### src/rtl/lfsr_gen.sv
// Parametrised LFSR generator. Supports Galois or Fibonacci feedback, several steps per clock,
// seed load with all-zero protection, and wrap/period tracking against a reference state.

module lfsr_step #(
    parameter int               WIDTH = 16,
    parameter logic [WIDTH-1:0] TAPS  = 16'hB400,
    parameter bit               MODE  = 1'b0
) (
    input  logic [WIDTH-1:0] d,
    output logic [WIDTH-1:0] q
);
    generate
        if (MODE == 1'b0) begin : g_galois
            always_comb begin
                q    = '0;
                q[0] = d[WIDTH-1];
                for (int i = 1; i < WIDTH; i++)
                    q[i] = d[i-1] ^ (TAPS[i-1] & d[WIDTH-1]);
            end
        end else begin : g_fib
            assign q = {d[WIDTH-2:0], ^(d & TAPS)};
        end
    endgenerate
endmodule

module lfsr_gen #(
    parameter int               WIDTH = 16,
    parameter logic [WIDTH-1:0] TAPS  = 16'hB400,
    parameter bit               MODE  = 1'b0,
    parameter int               STEPS = 1,
    parameter logic [WIDTH-1:0] SEED  = 16'h0001
) (
    input  logic             clk,
    input  logic             rstn,
    input  logic             en,
    input  logic             load,
    input  logic [WIDTH-1:0] seed_in,
    output logic [WIDTH-1:0] q,
    output logic             bit_out,
    output logic             wrap,
    output logic             lockup,
    output logic [WIDTH-1:0] period
);
    logic [STEPS:0][WIDTH-1:0] chain;
    logic [WIDTH-1:0]          ref_q;
    logic [WIDTH-1:0]          cnt;
    logic [WIDTH-1:0]          cnt_nxt;
    logic [WIDTH-1:0]          nxt;

    // Unrolled step chain: chain[k] is the state after k steps from q.
    assign chain[0] = q;
    generate
        for (genvar g = 0; g < STEPS; g++) begin : g_step
            lfsr_step #(.WIDTH(WIDTH), .TAPS(TAPS), .MODE(MODE)) u_step (
                .d(chain[g]),
                .q(chain[g+1])
            );
        end
    endgenerate

    assign nxt     = chain[STEPS];
    assign cnt_nxt = cnt + WIDTH'(STEPS);
    assign bit_out = q[WIDTH-1];

    always_ff @(posedge clk or negedge rstn) begin
        if (!rstn) begin
            q      <= SEED;
            ref_q  <= SEED;
            cnt    <= '0;
            period <= '0;
            wrap   <= 1'b0;
            lockup <= 1'b0;
        end else begin
            wrap   <= 1'b0;
            lockup <= 1'b0;
            if (load) begin
                // A zero seed would lock the register up forever; fall back to SEED.
                if (seed_in == '0) begin
                    q      <= SEED;
                    ref_q  <= SEED;
                    lockup <= 1'b1;
                end else begin
                    q     <= seed_in;
                    ref_q <= seed_in;
                end
                cnt <= '0;
            end else if (en) begin
                q <= nxt;
                if (nxt == ref_q) begin
                    wrap   <= 1'b1;
                    period <= cnt_nxt;
                    cnt    <= '0;
                end else begin
                    cnt <= cnt_nxt;
                end
            end
        end
    end
endmodule

### config.mk
export PLATFORM = sky130hd
export DESIGN_NAME = lfsr_gen
export DESIGN_NICKNAME = d
export VERILOG_FILES = /design/src/rtl/lfsr_gen.sv
export SDC_FILE = /design/constraint.sdc
export NUM_CORES = 1
export LEC_CHECK = 0
export ABC_AREA = 1
export CAP_MARGIN = 25
export CORE_MARGIN = 1
export CORE_UTILIZATION = 35
export DETAILED_ROUTE_END_ITERATION = 6
export SETUP_SLACK_MARGIN = 0.1
export SYNTH_ARGS = -nofsm -noshare
export SYNTH_HDL_FRONTEND = slang
export SYNTH_SLANG_ARGS = --single-unit
### constraint.sdc
create_clock -name clk -period 1.76 [get_ports clk]
set_clock_uncertainty 0.1 [all_clocks]
set_input_delay 0.176 -clock clk [delete_from_list [all_inputs] [get_ports clk]]
set_output_delay 0.176 -clock clk [all_outputs]
set_load 0.1 [all_outputs]
==> impl_results.md <==
- Status: complete, but fails checks
- Violated checks: setup timing
- Vias per inst: 4.87
- YS warnings: 0
- DRC: 0
- Syn nets: 448
- Initial Util: 36.3%
- XOR/XNOR share of the synthesized area: 2.58%
- Fin nets: 537
- Max-slew violation count: 0
- CTS HTree Levels: 3
- Simple-Gate Fraction of Synth Area: 34.9%
- Diode count: 0
- Rows: 35
- Fillers: 874
- Top cells by count, synth: 159 x nand2_1, 64 x dfrtp_1, 39 x inv_1
- Final wirelength: 8870 µm
- Hpwl dp: 6270 µm
- Worst Path Buf+Inv: 2
- CP max stage delay: 0.43 ns
- R2r setup slk: -0.005 ns
- I/O Pins: 55
- Combinational power share: 25.3%
- Area contributors post-synth: dfrtp_1 47%, nand2_1 18%, nand3_1 4.9%
- Share of cells above drive strength 1: 28.2%
- Cell with the most instances after synthesis: nand2_1
- Post-Syn Area: 3390 µm²
- Synth Register Bits: 66
- Die H: 100 µm
- Gr usage total: 19.0%
- Worst skew pair latency: 0.35 ns
- Max FO, Critical Path: 8
- Router iterations before antenna repair: 4
- Port Buf Inserts: 54
- Clk root buf: clkbuf_8
- Clk slew on worst S/H paths: 0.07 ns
- DR WL met3: 317 µm
- Critical path class: flop to flop
- Arr. time, crit path: 1.89 ns
- 1st-iter DRT viols: 176
- Endpoint class of the critical path: flop
- Post-Syn Area per Cell: 7.94 µm²
- Cell count of the worst reg-to-reg path: 11
- Top FF cell, synth: dfrtp_1
- Reg2reg end: cnt[10]
- Setup violators final: 2
- Max_slew headroom: 74.9%
- Overflow after GRT: 0
- First-pass GRT wire length: 14900 µm
- Fin. Hold Viols: 0
- Antenna Violating Nets Remaining: 0
- Critical Path Source Type: flop
- Vias in the first global route: 3007
- Post-synth top area cell: dfrtp_1
- Largest net degree at the start of global routing: 67
- Max stage delay cell, worst path: dfrtp_2
- Sequential Power Share: 42.3%
- DR vias: 3167
- Synth Area in Compound Gates: 5.91%
- Die area: 10100 µm²
- Core ar.: 9330 µm²
- Area share of fa/ha/maj cells after synthesis: 0.369%
- P&R area growth vs syn: 49.6%
- Post-synthesis mux area share: 0%
- RSZ-0062 raised after global routing: true
- Post-synth EDFFs: 0
- Clock period minus worst slack: 1.76 ns
- Switching Share: 32.3%
- Maximum VDD drop: 425 µV
- Wire per inst: 13.6 µm
- CTS tree: built
- Worst-path cell chain: inv_1 -> nand2_1 -> nand2_1 -> nand2_1 -> nor2_1 -> nand2_2 -> nor2_8 -> buf_4 -> nand2_8 -> nand3_2 -> nand2_1
- Main combinational cell family by area after synthesis: simple AND/OR/NAND/NOR gates
- Fin worst setup slack: -0.00480 ns
- Met2 routed WL: 4150 µm
- Reg2reg start: q[9]
- Top sig layer: met4
- Sequential area share after synthesis: 48.8%
- Metal-1 WL: 4280 µm
- Delay-heaviest family, CP: simple AND/OR/NAND/NOR gates
- HP Class: input pin to asynchronous set/reset pin
- Mapped Cells: 427
- Share of the synthesized area in the top cell type: 47.3%
- Fin crit share: 100%
- CP most frequent cell: nand2_1
- Total clock sinks: 66
- Maximum operating frequency: 567 MHz
- DIE WIDTH: 100 µm
- GPL Wtd Cong: 0.885
- Clock Path Buffers: 2
- PwrDens: 789 nW/µm²
- Critical path required time: 1.89 ns
- Initial antenna violation count: 0
- Clock power share: 32.4%
- Total power: 4.00 mW
- P_leak: 2.43 nW
- Internal power: 2.71 mW
- Actual slew at the worst max-slew pin: 0.376 ns
- Worst Hold Margin: 0.241 ns
- Count of different cell masters after synthesis: 32
- Num CTS Buffers: 9
- Max_cap viols: 0
- Async SR Flop Fraction: 100%
- P_sw: 1.29 mW
## cells by family (layout without fill, tap and decap cells)
group	Yosys count	after routing
compound gates	30	30
xor+xnor	10	10
fa+ha+maj	1	1
buf+inv	57	149
flops	66	66
simple gates	263	265
## power groups by stage
stage / Clock, mW / Sequential [mW] / Combinational (mW)
after floorplan: 0 / 1.99 / 0.291
after global placement: 0 / 1.72 / 0.972
after detailed placement: 0 / 1.72 / 0.973
after CTS: 1.33 / 1.69 / 1.01
after global routing: 1.38 / 1.70 / 1.08
final: 1.29 / 1.69 / 1.01
## layer usage
layer  track usage [%]  vias up
li1                  -     1561
met1              27.2     1514
met2              28.8       81
met3              2.37       11
met4              8.14        0
met5                 0        -
## state kept, by name, summed over array words and instances, names as in the netlist
| register | cells |
|---|---|
| lockup | 1 |
| q | 16 |
| ref_q | 16 |
| cnt | 16 |
| period | 16 |
| wrap | 1 |
## worst max path at each step
stage	slack (ns)	from	endpoint	cells past startpoint
after floorplan	-0.17	q[0]	period[0]	9
after global placement	0.06	q[0]	period[2]	8
after detailed placement	0.002	q[15]	period[7]	10
after CTS	0.004	q[0]	cnt[10]	8
after global routing	-0.14	q[0]	period[4]	9
final	-0.005	q[9]	cnt[10]	11
## stage by stage
step / area, µm² / utilization (%) / TNS (ns) / worst slack (ns) / std cells
4_1_cts: 5000 / 53.6 / 0 / 0.00373 / 645
5_1_grt: 5070 / 54.3 / -3.67 / -0.141 / 650
2_1_floorplan: 3500 / - / -3.63 / -0.174 / 427
6_report: 5070 / 54.3 / -0.00591 / -0.00480 / 650
3_3_place_gp: 4680 / 50.2 / 0 / 0.0598 / 623
3_5_place_dp: 4680 / 50.2 / 0 / 0.00201 / 623
## cells in the final DEF (no fill, tap or decap), drive strengths merged
cell / count
inv: 41
o22ai: 1
xor2: 8
buf: 72
clkinv: 3
dfrtp: 64
a21oi: 3
a31oi: 1
o221ai: 10
ha: 1
o21ai: 11
clkbuf: 13
nor3: 2
xnor2: 2
nand2: 168
nor2: 37
dlygate4sd3: 1
o211ai: 3
nand3: 38
bufinv: 1
clkdlybuf4s50: 18
o21bai: 1
dfstp: 2
nand4: 20
## area by class of cell
cell class / count / area, µm² / area share (%)
clock buffers: 13 / 159 / 3.14
clock inverters: 3 / 40.0 / 0.790
inverters: 42 / 160 / 3.16
multi-input cells: 306 / 1660 / 32.7
flip-flops and latches: 66 / 1680 / 33.2
well taps: 129 / 161 / 3.18
repair buffers: 91 / 1210 / 23.9
## worst min-delay path: stages
cell,delay (ns)
dlygate4sd3_1,0.52
buf_2,0.12
buf_12,0.28
## what timing repair did
action | in CTS | in global routing
hold endpoints to repair | 64 | 0
pin swaps | 3 | 6
setup buffers | 4 | 4
hold buffers | 1 | 0
gates resized for setup | 10 | 5
setup endpoints to repair | 32 | 33
gates cloned | 1 | 1
(Power assumes the default switching activity.)
